### src/rtl/hex_display_pkg.sv
// rtl/hex_display_pkg.sv - shared constants for the 4-digit hex display
// Segment table is {g,f,e,d,c,b,a}, active-low; element n is the code for hex digit n.
package hex_display_pkg;

  localparam logic [31:0] DISP_ADDR = 32'h0000_0020;

  localparam logic [6:0] SEG_OFF = 7'h7F;
  localparam logic [3:0] AN_OFF  = 4'hF;

  localparam logic [15:0][6:0] SEG_TABLE = {
    7'h0E, 7'h06, 7'h21, 7'h46,   // F E d C
    7'h03, 7'h08, 7'h10, 7'h00,   // b A 9 8
    7'h78, 7'h02, 7'h12, 7'h19,   // 7 6 5 4
    7'h30, 7'h24, 7'h79, 7'h40    // 3 2 1 0
  };

endpackage

### src/rtl/hex_display_seg.sv
// rtl/hex_display_seg.sv - combinational nibble to active-low 7-segment decoder
module hex_to_seg
  import hex_display_pkg::*;
(
  input  logic [3:0] nibble_i,
  output logic [6:0] segs_o
);

  assign segs_o = SEG_TABLE[nibble_i];

endmodule

### src/rtl/hex_display.sv
// rtl/hex_display.sv - time-multiplexed 4-digit hex display with per-frame shadow sampling
// The input is captured once per scan frame so a store mid-frame never tears the display.
module hex_display
  import hex_display_pkg::*;
#(
  parameter int DIV      = 1024,
  parameter bit BLANK_LZ = 1'b0
) (
  input  logic        clk,
  input  logic        rst_n,
  input  logic [15:0] data,
  input  logic        en,
  output logic [3:0]  anodes,
  output logic [6:0]  segs,
  output logic        frame
);

  localparam int             PW     = $clog2(DIV);
  localparam logic [PW-1:0]  PS_MAX = PW'(DIV - 1);

  logic [PW-1:0] prescaler_q, prescaler_d;
  logic [1:0]    idx_q, idx_d;
  logic [15:0]   shadow_q, shadow_d;
  logic          primed_q, primed_d;
  logic          frame_q, frame_d;
  logic [3:0]    anodes_q, anodes_d;
  logic [6:0]    segs_q, segs_d;

  logic          tick;
  logic [3:0]    nibble;
  logic [6:0]    seg_code;
  logic          blank;
  logic          lit;

  hex_to_seg u_hex_to_seg (
    .nibble_i (nibble),
    .segs_o   (seg_code)
  );

  assign tick = (prescaler_q == PS_MAX);

  always_comb begin
    prescaler_d = tick ? '0 : prescaler_q + PW'(1);
    idx_d       = tick ? idx_q + 2'd1 : idx_q;
    shadow_d    = shadow_q;
    primed_d    = 1'b1;
    frame_d     = 1'b0;
    // First clock after reset samples immediately; afterwards only at the frame boundary.
    if (!primed_q || (tick && idx_q == 2'd3)) begin
      shadow_d = data;
      frame_d  = 1'b1;
    end
  end

  always_comb begin
    nibble = shadow_q[3:0];
    blank  = 1'b0;
    case (idx_q)
      2'd0: nibble = shadow_q[3:0];
      2'd1: begin
        nibble = shadow_q[7:4];
        blank  = BLANK_LZ && (shadow_q[15:4] == 12'h000);
      end
      2'd2: begin
        nibble = shadow_q[11:8];
        blank  = BLANK_LZ && (shadow_q[15:8] == 8'h00);
      end
      default: begin
        nibble = shadow_q[15:12];
        blank  = BLANK_LZ && (shadow_q[15:12] == 4'h0);
      end
    endcase
    lit      = en && !blank;
    anodes_d = lit ? ~(4'b0001 << idx_q) : AN_OFF;
    segs_d   = lit ? seg_code : SEG_OFF;
  end

  always_ff @(posedge clk or negedge rst_n) begin
    if (!rst_n) begin
      prescaler_q <= '0;
      idx_q       <= 2'd0;
      shadow_q    <= 16'h0000;
      primed_q    <= 1'b0;
      frame_q     <= 1'b0;
      anodes_q    <= AN_OFF;
      segs_q      <= SEG_OFF;
    end else begin
      prescaler_q <= prescaler_d;
      idx_q       <= idx_d;
      shadow_q    <= shadow_d;
      primed_q    <= primed_d;
      frame_q     <= frame_d;
      anodes_q    <= anodes_d;
      segs_q      <= segs_d;
    end
  end

  assign anodes = anodes_q;
  assign segs   = segs_q;
  assign frame  = frame_q;

endmodule
### config.mk
export PLATFORM = sky130hd
export DESIGN_NAME = hex_display
export DESIGN_NICKNAME = d
export VERILOG_FILES = /design/src/rtl/hex_display_pkg.sv /design/src/rtl/hex_display_seg.sv /design/src/rtl/hex_display.sv
export SDC_FILE = /design/constraint.sdc
export NUM_CORES = 1
export LEC_CHECK = 0
export BUFFER_PORTS_ARGS = -buffer_cell sky130_fd_sc_hd__buf_2
export CAP_MARGIN = 20
export CELL_PAD_IN_SITES_DETAIL_PLACEMENT = 0
export CELL_PAD_IN_SITES_GLOBAL_PLACEMENT = 1
export CORE_MARGIN = 5
export CORE_UTILIZATION = 48
export DETAILED_ROUTE_END_ITERATION = 10
export GPL_TIMING_DRIVEN = 1
export PLACE_DENSITY = 0.93
export SYNTH_ARGS = -nofsm -noshare
export SYNTH_HDL_FRONTEND = slang
export SYNTH_HIERARCHICAL = 1
export SYNTH_SLANG_ARGS = --single-unit
### constraint.sdc
create_clock -name clk -period 6.48 [get_ports clk]
set_input_delay 0.972 -clock clk [delete_from_list [all_inputs] [get_ports clk]]
set_output_delay 0.972 -clock clk [all_outputs]
set_load 0.02 [all_outputs]
# Word-level counts from Yosys, hierarchy flattened
# Memories as Yosys holds them, arrays and structs flattened.
# Index checks and enable logic that the tools add are counted.
totals:
  mem_bits_ro: 112
  reg_bits: 41
  mem_count: 1
  out_inout_bits: 12
  wordCells: 27
  in_bits: 19
classes:
  n_addsub: 2
  n_mux: 6
  reduce_logical: 4
  shift: 1
  n_eq_ne: 4
  magnitude_cmp: 1
  bitwise: 1
mem_list:
  columns: ["memory", "words", "word_bits", "read_ports", "rd_clocked_by_memory_dff", "wr", "line", "text"]
  rows:
  - ["(name not given)", 16, 7, 1, 0, 0, "hex_display_seg.sv:9", "assign segs_o = SEG_TABLE[nibble_i];"]
op_table:
  columns: ["op", "count"]
  rows:
  - ["$mux 7", 2]
  - ["$pmux 4 s3", 1]
  - ["$add 10x1->10 const B", 1]
  - ["$eq 10x10->1 const B", 1]
  - ["$mux 10", 1]
  - ["$lt 4x5->1 const B", 1]
  - ["$eq 2x2->1 const B", 2]
  - ["$mux 4", 1]
  - ["$not 4->4", 1]
  - ["$shl 1x2->4 const A", 1]
  - ["$add 2x1->2 const B", 1]
  - ["$eq 2x1->1 const B", 1]
  - ["$logic_not 2->1", 1]
  - ["$logic_and 1x1->1", 1]
  - ["$logic_not 1->1", 1]
  - ["$logic_or 1x1->1", 1]
  - ["$mux 1", 1]

# Depth between registers and ports, before layout
# Gate-level depths: netlist (run 1).
logic_depth:
  ltp_word: 5
  depth_mapped: 10
  mapped_depth_nobuf: 10

# Cells and area by module
# The synthesis (run 1) kept the hierarchy.
by_module_without_submodules:
  columns: ["mod", "area_per_inst_um2", "cells_each", "seq_area_each_um2", "n_inst"]
  rows:
  - ["hex_display", 1771.7, 128, 1039.7, 1]
  - ["hex_to_seg", 247.7, 35, 0.0, 1]

# Least setup slack after synthesis (run 1)
# Ideal clock, no wire load.
synth_timing:
  path_type: "reg-to-reg"
  from: "reg idx_q[1]"
  to: "reg segs_q[3] (netlist: segs[3])"
  stages_incl_launch_ff: 10
  slack_ns: 4.372
  t_required_ns: 6.393
  setup_time_ns: 0.087
  path_buffers: 1
  synth_period_minus_slack_ns: 2.108
  t_arrival_ns: 2.020
  cell_sequence: "dfrtp_1 ha_1 clkbuf_1 mux2i_1 inv_1 ha_1 or2_2 a21oi_1 a31oi_1 nand2b_1"
synth_via:
  elab_chain_len: 5
  elab_cells_between_ends: 7
  classes_between: "eq/ne (2); mux (3); reduce/logical (1); memory (1)"
synth_rtl:
  columns: ["item", "line", "text"]
  rows:
  - ["from (decl)", "hex_display.sv:22", "logic [1:0] idx_q, idx_d;"]
  - ["from (signal assigned)", "hex_display.sv:89", "idx_q <= idx_d;"]
  - ["$eq 2x2->1 (tied with other cells)", "hex_display.sv:58", "case (idx_q)"]
  - ["$pmux 4 s3 (*)", "hex_display.sv:58", null]
  - ["named net nibble[1]", "hex_display.sv:30", "logic [3:0] nibble;"]
  - ["$mem_v2 16x7 (*)", null, null]
  - ["$mux 7 (not written as such) (*)", "hex_display_seg.sv:9", null]
  - ["named net seg_code[3]", "hex_display.sv:31", "logic [6:0] seg_code;"]
  - ["$mux 7 (*)", "hex_display.sv:75", "segs_d = lit ? seg_code : SEG_OFF;"]
  - ["named net segs_d[3]", "hex_display.sv:27", "logic [6:0] segs_q, segs_d;"]
  - ["to (signal assigned)", "hex_display.sv:94", "segs_q <= segs_d;"]
  - ["to (decl)", "hex_display.sv:27", null]
# Mark *: on every way through the listed nets, which the timed path passes. The rest lies on a longest branch. The select of a mux whose other input is x is not followed.
# A chain may end at the register's enable or synchronous reset.

# Worst setup path in the final report (run 1)
layout_timing:
  from: "reg idx_q[0]"
  to: "reg segs_q[3] (netlist: segs[3])"
# Same word-level chain as after synthesis.

==> flow_summary.ini, run 1 <==
[outcome]
status = finished clean

[grt]
grt_pass1_wl_mm = 6.11
grt_max_degree = 42
track_usage_pct = 14.4
grt_overflow_total = 0
antenna_found_initial = 0
grt_pass1_vias = 1262

[power]
p_per_area_nw_per_um2 = 249
power.leakage_nw = 1.08
ir_drop_mv = 0.132

[final_layout]
fin_nets = 225
final_core_util_pct = 57.0
syn2layout_area_growth_pct = 13.8
antenna_cells = 0
layout_common_cells = dfrtp_1, buf_2, ha_1
drive_gt1_share_pct = 36.1

[synth]
syn_inst = 163
synth_top_cell_by_area = dfrtp_1
ys_types = 37
synthAdderAreaFrac_pct = 8.05
synth_area_leaders = dfrtp_1, dfstp_2, ha_1
synth-edff-count = 0
syn_area_um2 = 2020
synth_compound_area_share_pct = 9.11
syn_area_per_cell_um2 = 12.4
ys.flop_type = dfrtp_1
synthesis.nets = 195
synth_xor_area_share_pct = 2.60
yosysWarningCount = 6
yosysTopAreaCellShare_pct = 37.2
synth-seq-area-share_pct = 51.5
synth_top_family_by_area = multiplexers
async_flop_share_pct = 100
synthMuxAreaShare_pct = 14.2
yosys.area_share.simple_pct = 9.67
synth-seq-cells = 41

[worst_setup_path]
path_class = flip-flop to flip-flop
reg2reg_from = idx_q[0]
max_stage_delay_ns = 0.43
cp_slowest_cell = dfrtp_1
crit_start = idx_q[0]
crit_chain = inv_1 -> ha_1 -> a222oi_1 -> mux2i_1 -> inv_1 -> ha_1 -> or2_2 -> a21oi_1 -> a31oi_1 -> nand2b_1
crit_path_end_kind = flip-flop
cpLargestDelayFamily = adder cells
start_kind = flip-flop
worstPathRequired_ns = 6.71
crit_arrival_ns = 2.72
critPathMaxFanout = 5
cp_num_buf_inv = 2

[detailed_routing]
wl_per_cell_um = 14.1
wirelength_mm = 3.45
drc = 0
viasPerCell = 5.17
vias = 1261
drtIter0Drc = 112
first_pass_iters = 5
antenna_left = 0

[clock_tree]
cts_hold_buffers = 0
clockBufferDepth = 2
cts_tree = yes
clock_sinks = 41
h-tree-depth = 2
numCtsBuffers = 5
clockRootBuffer = clkbuf_8
insertion_delay_ns = 0.30
clk_pin_slew_ns = 0.08
cts_setup_buffers = 0
post_cts_resized = 0

[placement]
numPortBuffers = 30
gp_congestion = 0.814
dp_hpwl_mm = 2.53

[die]
rows = 23
die_area_um2 = 5600
die_y_um = 74.9
ios = 31
initial_core_util_pct = 50.1
core_area_um2 = 4030
dieWidth_um = 74.9

[sta]
fmax_mhz = 401
slew_headroom_pct = 40.6
worstMarginPinSlew_ns = 0.866
min_period_ns = 2.49
hold_ws_ns = 0.508
hold_violations = 0
rsz0062_at_grt = no
slew_viol_final = 0
finalCritPeriodShare_pct = 38.5
finalSetupTns_ns = 0
setup_viol = 0
fin_skew_ns = 0.00656

[min_path]
hp-start = prescaler_q[0]
hold_path.class = flip-flop to flip-flop

[job]
max-cap-violations = 0
[through the flow]
step	instances	total power, W	worst slack (ns)	cell area, um^2
2_1_floorplan	163	0.000341	4.37	2020
3_3_place_gp	236	0.000363	4.19	2180
3_5_place_dp	236	0.000364	4.03	2180
4_1_cts	244	0.000578	4.01	2300
5_1_grt	244	0.000597	3.66	2300
6_report	244	0.000572	3.99	2300
[area by class of cell]
type,count,area (um^2)
multi-input cells,103,885
clock inverters,1,30.0
fillers,334,1730
repair buffers,30,150
clock buffers,7,86.3
inverters,12,45.0
flip-flops and latches,41,1040
well taps,50,62.6
[cells in the mapped netlist, types with 2 or more instances]
| library cell | count |
|---|---|
| dfrtp_1 | 30 |
| ha_1 | 13 |
| inv_1 | 12 |
| nand2_1 | 12 |
| dfstp_2 | 11 |
| mux2_2 | 9 |
| mux2_4 | 9 |
| nand2b_1 | 8 |
| mux2i_1 | 5 |
| a222oi_1 | 4 |
| nand3_1 | 4 |
| o21ai_0 | 4 |
| xnor2_1 | 4 |
| a21oi_1 | 3 |
| a31oi_1 | 3 |
| buf_6 | 3 |
| clkbuf_1 | 3 |
| and4_1 | 2 |
| nand4_1 | 2 |
| nor2_1 | 2 |
| o21ai_1 | 2 |
| o22ai_1 | 2 |
| xor2_1 | 2 |
[cells by family after synthesis]
| group | Yosys count |
|---|---|
| fa+ha+maj | 13 |
| simple gates | 36 |
| flops | 41 |
| xor+xnor | 6 |
| mux | 23 |
| compound gates | 24 |
| buf+inv | 19 |
| other cells | 1 |
[where the power goes]
group	total (W)	switching [W]	internal (W)
Clock	0.000213	0.0000874	0.000126
Sequential	0.000283	0.00000757	0.000276
Combinational	0.0000755	0.0000400	0.0000355
Total	0.000572	0.000135	0.000437
[state kept, by name, indices dropped and copies added, names as in the netlist]
register / cells
shadow_q: 16
prescaler_q: 10
segs: 7
anodes: 4
idx_q: 2
frame: 1
primed_q: 1
[worst paths after layout]
kind	slack, ns	cells past startpoint	endpoint
min	0.51	1	prescaler_q[0]
max in group asynchronous	5.15	1	shadow_q[0]
min in group asynchronous	0.78	1	prescaler_q[4]
max	3.99	10	segs[3]
min reg2reg	0.51	1	prescaler_q[0]
max reg2reg	3.99	10	segs[3]
[metal layers]
metal	global-route usage (%)	vias up	part of all wire [%]
li1	-	625	-
met2	21.0	33	45
met4	5.34	0	1.7
met1	20.1	597	47
met5	0	-	0
met3	4.54	6	6.4
Power figures use the tool's default switching activity.
==> inputs of run 2 (changes only) <==
--- a/config.mk
+++ b/config.mk
@@ -10,10 +10,10 @@
 export CELL_PAD_IN_SITES_DETAIL_PLACEMENT = 0
 export CELL_PAD_IN_SITES_GLOBAL_PLACEMENT = 1
 export CORE_MARGIN = 5
-export CORE_UTILIZATION = 48
+export CORE_UTILIZATION = 45
 export DETAILED_ROUTE_END_ITERATION = 10
 export GPL_TIMING_DRIVEN = 1
-export PLACE_DENSITY = 0.93
+export PLACE_DENSITY = 0.89
 export SYNTH_ARGS = -nofsm -noshare
 export SYNTH_HDL_FRONTEND = slang
 export SYNTH_HIERARCHICAL = 1
==> constraint.sdc (replaced) <==
create_clock -name clk -period 2.6 [get_ports clk]
set_input_delay 0.39 -clock clk [delete_from_list [all_inputs] [get_ports clk]]
set_output_delay 0.39 -clock clk [all_outputs]
set_load 0.02 [all_outputs]
==> flow_summary.ini, run 2 (synthesis gave the netlist of run 1 again) <==
[detailed_routing]
viasPerCell = 5.15
first_pass_iters = 4
vias = 1277
drtIter0Drc = 69
wirelength_mm = 3.45
drc = 0
antenna_left = 0
wl_per_cell_um = 13.9

[die]
die_area_um2 = 5930
rows = 24
initial_core_util_pct = 46.4
dieWidth_um = 77.0
die_y_um = 77.0
core_area_um2 = 4350
ios = 31

[final_layout]
regMostFlops = shadow_q
syn2layout_area_growth_pct = 13.4
fillers = 372
fin_nets = 227
ff_latch_area_um2 = 1040
largest_reg_flops = 16
drive_gt1_share_pct = 37.8
layout_common_cells = buf_2, dfrtp_1, inv_1, nand2_1, ha_1
multi_input_area_um2 = 895
antenna_cells = 0
final_common_cell = buf_2

[worst_setup_path]
r2r_end = segs[3]
start_kind = flip-flop
r2r_cells = 9
worstPathRequired_ns = 2.82
path_class = flip-flop to flip-flop
critPathMaxFanout = 6
r2r_slack_ns = 0.22
crit_path_end_kind = flip-flop
crit_arrival_ns = 2.61
reg2reg_from = idx_q[0]

[clock_tree]
insertion_delay_ns = 0.30
cts_tree = yes
h-tree-depth = 2
clock_sinks = 41
clockRootBuffer = clkbuf_8
clockBufferDepth = 2
cts_hold_buffers = 0
clk_pin_slew_ns = 0.08
numCtsBuffers = 5

[sta]
slew_viol_final = 0
rsz0062_at_grt = no
min_period_ns = 2.38
fmax_mhz = 420
fin_ws_ns = 0.217
fin_skew_ns = 0.00706
setup_viol = 0
hold_violations = 0
slew_headroom_pct = 36.0
finalSetupTns_ns = 0
worstMarginPinSlew_ns = 0.933
hold_ws_ns = 0.208
finalCritPeriodShare_pct = 91.7

[grt]
grt_overflow_total = 0
grt_pass1_wl_mm = 6.09
track_usage_pct = 13.0
antenna_found_initial = 0
grt_pass1_vias = 1290
grt_max_degree = 42

[min_path]
hold_path.class = primary input to asynchronous set/reset pin

[placement]
dp_hpwl_mm = 2.48
gp_congestion = 0.772
numPortBuffers = 30
place_ws_ns = 0.196

[outcome]
status = finished clean

[power]
p_per_area_nw_per_um2 = 568
ir_drop_mv = 0.340
power.leakage_nw = 1.07

[job]
max-cap-violations = 0
-- run 2: cell types whose count changed in the layout (fill, tap and decap cells not counted), sizes merged --
| cell | change |
|---|---|
| buf | +2 |
| bufinv | -1 |
| clkbuf | +1 |
-- run 2: layout make-up --
class / count / area share (%)
clock buffer: 8 / 3.50
inverter: 12 / 1.97
multi-input combinational: 103 / 39.0
sequential: 41 / 45.4
tap: 52 / 2.84
timing repair buffer: 32 / 7.21
-- run 2: what timing repair did --
action	in CTS	in global routing
endpoints found under the setup margin	0	2
endpoints found under the hold margin	0	0
setup buffers	0	1
gates resized for setup	0	4
-- run 2: how the worst max path moves through the flow --
stage	from	endpoint
2_1_floorplan	idx_q[1]	segs[3]
4_1_cts	idx_q[0]	segs[3]
3_5_place_dp	idx_q[0]	segs[3]
3_3_place_gp	idx_q[0]	segs[3]
5_1_grt	idx_q[0]	segs[3]
6_report	idx_q[0]	segs[3]
-- run 2: where the power goes --
part | switching, W | internal [W] | total (W)
combinational | 0.000103 | 0.0000921 | 0.000195
sequential | 0.0000188 | 0.000687 | 0.000706
clock | 0.000209 | 0.000191 | 0.000400
total | 0.000331 | 0.000970 | 0.00130
-- run 2: worst max-delay path: stages, from the launching register on --
cell      delay, ns
dfrtp_1        0.40
inv_1          0.10
ha_2           0.23
a222oi_1       0.42
mux2i_2        0.21
ha_1           0.25
or2_2          0.28
a21oi_1        0.16
a31oi_1        0.05
nand2b_1       0.19
-- run 2: stage by stage --
stage	cells	util, %	power, W	area [um^2]
floorplan	163	-	0.000850	2020
global placement	239	50.3	0.000906	2190
detailed placement	239	50.3	0.000909	2190
CTS	247	52.2	0.00131	2270
global route	248	52.6	0.00137	2290
finish	248	52.6	0.00130	2290
-- run 2: routing by layer --
metal  wire [um]  track usage (%)  up-vias
li1            -                -      632
met1        1690             17.2      609
met2        1470             18.1       28
met3         226             5.97        8
met4          74             5.67        0
met5           0                0        -
